File: src/rtl/pipelined_rca.sv
// Pipelined ripple-carry add/subtract unit.
// The WIDTH-bit ripple chain is cut into STAGES segments of CW bits, and each
// pipeline level resolves one segment. Entry register p[0] latches the prepared
// operands. Level p[k] holds the result of segments 0..k-1 together with the
// carry into segment k. The output register resolves the last segment.
// A result appears STAGES edges after its operands are accepted.
module pipelined_rca #(
  parameter int WIDTH  = 16,
  parameter int STAGES = 4
) (
  input  logic             clk,
  input  logic             rst_n,
  input  logic             in_valid,
  output logic             in_ready,
  input  logic [WIDTH-1:0] in0,
  input  logic [WIDTH-1:0] in1,
  input  logic             cin,
  input  logic             sub,
  output logic             out_valid,
  input  logic             out_ready,
  output logic [WIDTH-1:0] sum,
  output logic             cout,
  output logic             ovf
);

  localparam int CW = WIDTH / STAGES;

  // One CW-bit ripple segment: returns {carry_out, segment_sum}.
  function automatic logic [CW:0] add_seg(input logic [CW-1:0] a,
                                          input logic [CW-1:0] b,
                                          input logic          c);
    add_seg = {1'b0, a} + {1'b0, b} + {{CW{1'b0}}, c};
  endfunction

  // Per-level skew registers. The operands travel whole. Bits below the
  // segment a level works on are no longer read, so synthesis trims them.
  logic             v_r [STAGES];
  logic [WIDTH-1:0] a_r [STAGES];
  logic [WIDTH-1:0] b_r [STAGES];
  logic [WIDTH-1:0] r_r [STAGES];
  logic             c_r [STAGES];

  logic [CW:0]      seg_s [STAGES];
  logic [WIDTH-1:0] rn_s  [STAGES];
  logic             ovf_s;
  logic             advance_s;

  // The whole pipe moves only when the output slot is empty or being drained.
  assign advance_s = ~out_valid | out_ready;
  assign in_ready  = advance_s;

  // Each level resolves exactly one segment. No carry crosses two segments combinationally.
  always_comb begin
    for (int k = 0; k < STAGES; k++) begin
      seg_s[k] = add_seg(a_r[k][k*CW +: CW], b_r[k][k*CW +: CW], c_r[k]);
      rn_s[k]  = r_r[k];
      rn_s[k][k*CW +: CW] = seg_s[k][CW-1:0];
    end
    if (a_r[STAGES-1][WIDTH-1] == b_r[STAGES-1][WIDTH-1]) begin
      ovf_s = (rn_s[STAGES-1][WIDTH-1] != a_r[STAGES-1][WIDTH-1]);
    end else begin
      ovf_s = 1'b0;
    end
  end

  // Pipeline advance: operand capture, segment hand-off and output retire, all on one enable.
  always_ff @(posedge clk or negedge rst_n) begin
    if (!rst_n) begin
      for (int k = 0; k < STAGES; k++) begin
        v_r[k] <= 1'b0;
        a_r[k] <= {WIDTH{1'b0}};
        b_r[k] <= {WIDTH{1'b0}};
        r_r[k] <= {WIDTH{1'b0}};
        c_r[k] <= 1'b0;
      end
      out_valid <= 1'b0;
      sum       <= {WIDTH{1'b0}};
      cout      <= 1'b0;
      ovf       <= 1'b0;
    end else if (advance_s) begin
      // Subtraction is A + ~B + 1. The cin input only matters in add mode.
      v_r[0] <= in_valid;
      a_r[0] <= in0;
      b_r[0] <= sub ? ~in1 : in1;
      c_r[0] <= sub | cin;
      r_r[0] <= {WIDTH{1'b0}};
      for (int k = 1; k < STAGES; k++) begin
        v_r[k] <= v_r[k-1];
        a_r[k] <= a_r[k-1];
        b_r[k] <= b_r[k-1];
        r_r[k] <= rn_s[k-1];
        c_r[k] <= seg_s[k-1][CW];
      end
      out_valid <= v_r[STAGES-1];
      // Bubbles leave the last result on the outputs untouched.
      if (v_r[STAGES-1]) begin
        sum  <= rn_s[STAGES-1];
        cout <= seg_s[STAGES-1][CW];
        ovf  <= ovf_s;
      end
    end
  end

endmodule
File: config.mk
export PLATFORM = sky130hd
export DESIGN_NAME = pipelined_rca
export DESIGN_NICKNAME = d
export VERILOG_FILES = /design/src/rtl/pipelined_rca.sv
export SDC_FILE = /design/constraint.sdc
export NUM_CORES = 1
export LEC_CHECK = 0
export CAP_MARGIN = 20
export CORE_MARGIN = 1.5
export CORE_UTILIZATION = 45
export DETAILED_ROUTE_END_ITERATION = 10
export GPL_TIMING_DRIVEN = 0
export PLACE_DENSITY = 0.68
export SYNTH_ARGS = -nofsm -noshare
export SYNTH_HDL_FRONTEND = slang
export SYNTH_SLANG_ARGS = --single-unit
File: constraint.sdc
create_clock -name clk -period 1.8 [get_ports clk]
set_input_delay 0.36 -clock clk [delete_from_list [all_inputs] [get_ports clk]]
set_output_delay 0.36 -clock clk [all_outputs]
set_load 0.01 [all_outputs]
Word level (Yosys, flattened, before mapping)
Cells that the tools add are included.
Word-level totals
  input bits: 38
  output and inout bits: 20
  register bits: 179
Cells by class
  equality and inequality tests: 2
  reductions and logical operators: 1
  add/subtract/negate cells: 8
  mux-type cells: 2
  bitwise gates (word level): 4
Operators with widths (count)
  adder 4 x 4 -> 5 bit: 4
  adder 5 x 1 -> 5 bit: 4
  2-to-1 mux 16 bit: 1
  NOT 16 bit: 1
  bitwise OR 1 bit: 2
  AND reduction 2 bit: 1
  equality test 1 bit: 1
  2-to-1 mux 1 bit: 1
  != test 1 bit: 1
  NOT 1 bit: 1

Logic depth before layout (Yosys ltp)
  depth after elaboration: 4
  depth in mapped cells: 8
  depth with buffers taken out: 6

Least setup slack after synthesis
OpenSTA, ideal clock, no wires.
  path type: register to register
  from: register a_r[12] in the netlist's numbering
  to: register cout
  setup slack: 58 ps
  clock period less this slack: 1742 ps
  arrival: 1613 ps
  required time: 1671 ps
  stages on the path, launching flop included: 6
  cells stage by stage: dfrtp_1 > fa_1 > fa_1 > a21o_1 > a21oi_1 > o21ai_0
Between the ends
  cells in the longest elaborated chain, start to end: 2
Ends and longest elaborated chain
  start, declared: RTL line 38  | logic [WIDTH-1:0] a_r [STAGES];
  start signal, assigned by index: RTL line 71  | a_r[k] <= {WIDTH{1'b0}};
  start signal, assigned by index: RTL line 89  | a_r[k] <= a_r[k-1];
  adder 4 x 4 -> 5 bit: RTL line 32  | add_seg = {1'b0, a} + {1'b0, b} + {{CW{1'b0}}, c};
  adder 5 x 1 -> 5 bit: RTL line 32
  end signal, assigned: RTL line 98  | cout <= seg_s[STAGES-1][CW];
  end, declared: RTL line 22  | output logic cout,
No other way between the ends.
A chain may end at the register's enable or synchronous reset.

Worst setup path after layout
Ends and elaborated chain as after synthesis.

==> impl_metrics.prom <==
# TYPE chip_impl_metric gauge
chip_impl_metric{name="cts.sinks",unit=""} 131
chip_impl_metric{name="grt_pass1_vias",unit=""} 3997
chip_impl_metric{name="ir_drop",unit="mV"} 0.618
chip_impl_metric{name="syn-mean-instance-area",unit="um2"} 9.81
chip_impl_metric{name="finalNetCount",unit=""} 706
chip_impl_metric{name="worst_clock_skew",unit="ns"} 0.0102
chip_impl_info{name="startpoint_class_of_the_critical_path",value="flip-flop"} 1
chip_impl_metric{name="cts_buffer_count",unit=""} 17
chip_impl_metric{name="place.gp.congestion",unit=""} 0.837
chip_impl_metric{name="syn-cell-area",unit="um2"} 5620
chip_impl_metric{name="drt-total-wl",unit="um"} 11500
chip_impl_metric{name="avgViaCountPerCell",unit=""} 4.79
chip_impl_metric{name="design.die.area",unit="um2"} 13200
chip_impl_metric{name="num_io_pins",unit=""} 58
chip_impl_metric{name="area_growth",unit="%"} 25.6
chip_impl_metric{name="num_vias",unit=""} 3973
chip_impl_metric{name="post_synthesis_cell_type_count",unit=""} 28
chip_impl_metric{name="grt_pass1_wl",unit="um"} 19700
chip_impl_metric{name="drive_above_1_share",unit=""} 0.124
chip_impl_metric{name="placementRows",unit=""} 40
chip_impl_metric{name="critical_path.max_fanout",unit=""} 3
chip_impl_info{name="endpoint_kind",value="flip-flop"} 1
chip_impl_info{name="yosysTopAreaCell",value="sky130_fd_sc_hd__dfrtp_1"} 1
chip_impl_metric{name="power-per-cell-area",unit="nW/um2"} 1820
chip_impl_metric{name="ys_ff_latch",unit=""} 131
chip_impl_metric{name="timing_max_transition_violations_final",unit=""} 0
chip_impl_metric{name="maxCapViolCount",unit=""} 0
chip_impl_metric{name="timing.final.crit_share",unit=""} 0.972
chip_impl_metric{name="insertion_delay",unit="ns"} 0.41
chip_impl_metric{name="antenna_left",unit=""} 0
chip_impl_metric{name="yosysWarnings",unit=""} 0
chip_impl_info{name="r2r-end",value="cout"} 1
chip_impl_metric{name="tightest_slew",unit="ns"} 0.558
chip_impl_metric{name="antenna_diode_count",unit=""} 0
chip_impl_metric{name="setup_viol_count_final",unit=""} 0
chip_impl_metric{name="dpl-instance-area",unit="um2"} 6420
chip_impl_metric{name="slew-limit-headroom",unit=""} 0.628
chip_impl_metric{name="grt_start_max_net_pins",unit=""} 106
chip_impl_metric{name="placement.setup.worst_slack",unit="ns"} -0.671
chip_impl_metric{name="hpwlAfterDp",unit="um"} 8240
chip_impl_metric{name="synth-seq-area-share",unit=""} 0.583
chip_impl_info{name="setup_repair_after_global_routing_missed_its_margin",value="false"} 1
chip_impl_metric{name="groute.usage.overall",unit=""} 0.196
chip_impl_info{name="synth.area.top_cells",value="sky130_fd_sc_hd__dfrtp_1 58%, sky130_fd_sc_hd__nand2_1 18%, sky130_fd_sc_hd__fa_1 2.8%"} 1
chip_impl_metric{name="reg2reg_slack",unit="ns"} 0.05
chip_impl_metric{name="detail_route.first_pass.iterations",unit=""} 5
chip_impl_metric{name="timing.critical_path.required",unit="ns"} 2.09
chip_impl_metric{name="final_period_minus_worst_setup_slack",unit="ns"} 1.75
chip_impl_metric{name="avgRoutedWirePerCell",unit="um"} 13.9
chip_impl_metric{name="hold_viol",unit=""} 0
chip_impl_info{name="tritoncts_clock_tree",value="done"} 1
chip_impl_metric{name="post-route-drc-count",unit=""} 0
chip_impl_metric{name="h_tree_level_count",unit=""} 4
chip_impl_info{name="worst-setup-path-type",value="reg2reg"} 1
chip_impl_metric{name="starting_utilization_of_the_core_area",unit=""} 0.464
chip_impl_metric{name="design_power_total",unit="mW"} 12.9
chip_impl_metric{name="clock_path_buffers",unit=""} 2
chip_impl_metric{name="fmaxAchievable",unit="GHz"} 0.572
chip_impl_metric{name="arrival",unit="ns"} 2.03
chip_impl_metric{name="number_of_violations_reported_at_the_end_of_detailed_routing_iteration_0",unit=""} 205
chip_impl_metric{name="final_cell_area",unit="um2"} 7060
chip_impl_metric{name="synthCells",unit=""} 573
chip_impl_metric{name="total_core_area",unit="um2"} 12100
chip_impl_metric{name="floorplan.die.width",unit="um"} 115
chip_impl_metric{name="fillCellCount",unit=""} 1089
chip_impl_metric{name="clk_pin_slew",unit="ns"} 0.06
chip_impl_metric{name="yosys.area.top_type_share",unit=""} 0.583
chip_impl_info{name="reg2reg_from",value="a_r[12]"} 1
chip_impl_metric{name="place.port_buffers",unit=""} 56
chip_impl_metric{name="worst_r2r_path_depth",unit=""} 5
chip_impl_metric{name="die_height",unit="um"} 115
chip_impl_metric{name="post-route-worst-setup-slack",unit="ns"} 0.0512
chip_impl_metric{name="worst_hold_slack",unit="ns"} 0.384
chip_impl_metric{name="p_leak",unit="nW"} 3.47
chip_impl_info{name="clock-root-buffer",value="sky130_fd_sc_hd__clkbuf_16"} 1
chip_impl_metric{name="post_cts.repair.setup_buffers",unit=""} 0
chip_impl_info{name="outcome",value="finished clean"} 1
chip_impl_metric{name="antenna_found_initial",unit=""} 0
chip_impl_info{name="worst_hold_check_path_type",value="in2async"} 1
chip_impl_metric{name="mappedNetlistNets",unit=""} 631
chip_impl_metric{name="grt.overflow.total",unit=""} 0
sequential cells by signal, summed over array words and instances, names as in the netlist:
name	cells
out_valid	1
v_r	4
c_r	4
b_r	40
a_r	40
sum	16
ovf	1
r_r	24
cout	1
per-stage QoR:
step | std cells | setup TNS (ns) | util
floorplan | 573 | 0 | -
global placement | 797 | -595.51 | 0.528
detailed placement | 798 | -4.06 | 0.530
CTS | 829 | 0 | 0.582
global route | 829 | 0 | 0.583
finish | 829 | 0 | 0.583
per-layer routing:
metal  global-route usage  vias to the layer above  part of all wire  wire (um)
met2                0.336                       97              0.50       5770
li1                     -                     1969                 -          -
met4               0.0658                        0             0.011        129
met3               0.0411                        8             0.050        578
met1                0.250                     1899              0.44       5060
met5                    0                        -                 0          0
how the worst max path moves through the flow:
stage	from	end
floorplan	a_r[12]	cout
detailed placement	out_ready	in_ready
global placement	rst_n	b_r[59]
global route	a_r[12]	cout
finish	a_r[12]	cout
CTS	out_valid	in_ready
cell usage in the layout, fill, tap and decap left out, types with 2 or more instances in the layout:
master	count
sky130_fd_sc_hd__bufinv_16	3
sky130_fd_sc_hd__xnor2_1	17
sky130_fd_sc_hd__fa_2	4
sky130_fd_sc_hd__a21boi_0	2
sky130_fd_sc_hd__xor2_1	2
sky130_fd_sc_hd__fa_1	4
sky130_fd_sc_hd__mux2i_1	3
sky130_fd_sc_hd__clkinv_2	3
sky130_fd_sc_hd__nor2_1	8
sky130_fd_sc_hd__a21o_1	4
sky130_fd_sc_hd__nand3_1	4
sky130_fd_sc_hd__inv_1	13
sky130_fd_sc_hd__a21oi_1	11
sky130_fd_sc_hd__clkbuf_8	3
sky130_fd_sc_hd__clkinv_4	2
sky130_fd_sc_hd__dfrtp_1	131
sky130_fd_sc_hd__or4_1	3
sky130_fd_sc_hd__nand2_1	265
sky130_fd_sc_hd__o21ai_0	31
sky130_fd_sc_hd__clkdlybuf4s50_1	54
sky130_fd_sc_hd__ha_1	12
sky130_fd_sc_hd__clkbuf_16	17
sky130_fd_sc_hd__o2111ai_1	3
sky130_fd_sc_hd__buf_4	2
sky130_fd_sc_hd__buf_6	3
sky130_fd_sc_hd__mux2_2	14
sky130_fd_sc_hd__clkinvlp_4	3
sky130_fd_sc_hd__nor2b_1	5
sky130_fd_sc_hd__buf_2	20
sky130_fd_sc_hd__clkbuf_1	3
sky130_fd_sc_hd__a211oi_1	2
worst max-delay path, stage by stage (launching register included):
cell and delay (ns):
sky130_fd_sc_hd__dfrtp_1 0.42, sky130_fd_sc_hd__fa_2 0.43, sky130_fd_sc_hd__fa_2 0.37, sky130_fd_sc_hd__a21o_1 0.20, sky130_fd_sc_hd__a21oi_1 0.13, sky130_fd_sc_hd__o21ai_0 0.08
cell type report:
cell class                 instances  area, um2  area share
clock buffer                      20        467      0.0661
sequential                       131       3280       0.464
buffer                            27        159      0.0225
tap                              168        210      0.0298
multi-input combinational        399       2130       0.301
inverter                          14       68.8     0.00975
clock inverter                    12        154      0.0218
timing repair buffer              58        594      0.0842
repair_timing:
item,4_1_cts,5_1_grt
hold buffers,1,0
setup endpoints to repair,3,2
resized for setup,9,4
hold endpoints to repair,26,0
power breakdown:
group          switching (mW)  internal (mW)
combinational            2.28           1.97
clock                    1.24           2.29
sequential              0.820           4.26
total                    4.34           8.52
cells in the mapped netlist:
library cell,instances
sky130_fd_sc_hd__o31ai_1,1
sky130_fd_sc_hd__buf_4,2
sky130_fd_sc_hd__clkbuf_1,3
sky130_fd_sc_hd__mux2_2,14
sky130_fd_sc_hd__fa_1,8
sky130_fd_sc_hd__inv_6,1
sky130_fd_sc_hd__buf_2,20
sky130_fd_sc_hd__inv_1,13
sky130_fd_sc_hd__xor2_1,2
sky130_fd_sc_hd__a211oi_1,2
sky130_fd_sc_hd__nand2_1,265
sky130_fd_sc_hd__a21oi_1,12
sky130_fd_sc_hd__nor2b_1,5
sky130_fd_sc_hd__nor2b_4,1
sky130_fd_sc_hd__a21o_1,4
sky130_fd_sc_hd__o41ai_2,1
sky130_fd_sc_hd__ha_1,12
sky130_fd_sc_hd__or4_1,3
sky130_fd_sc_hd__dfrtp_1,131
sky130_fd_sc_hd__mux2i_1,3
sky130_fd_sc_hd__o21ai_0,31
sky130_fd_sc_hd__o2111ai_1,3
sky130_fd_sc_hd__a21boi_0,2
sky130_fd_sc_hd__nand2_4,1
sky130_fd_sc_hd__nor2_1,8
sky130_fd_sc_hd__nand3_1,4
sky130_fd_sc_hd__xnor2_1,17
sky130_fd_sc_hd__buf_6,4
logic make-up (layout without fill, tap and decap cells):
family,count (synthesis),count (layout),synth area share
compound gates,56,56,0.0579
buf+inv,43,131,0.0407
simple gates,287,287,0.200
fa+ha+maj,20,20,0.0552
flops,131,131,0.583
mux,17,17,0.0334
xor+xnor,19,19,0.0296
Power figures use the tool's default switching activity.
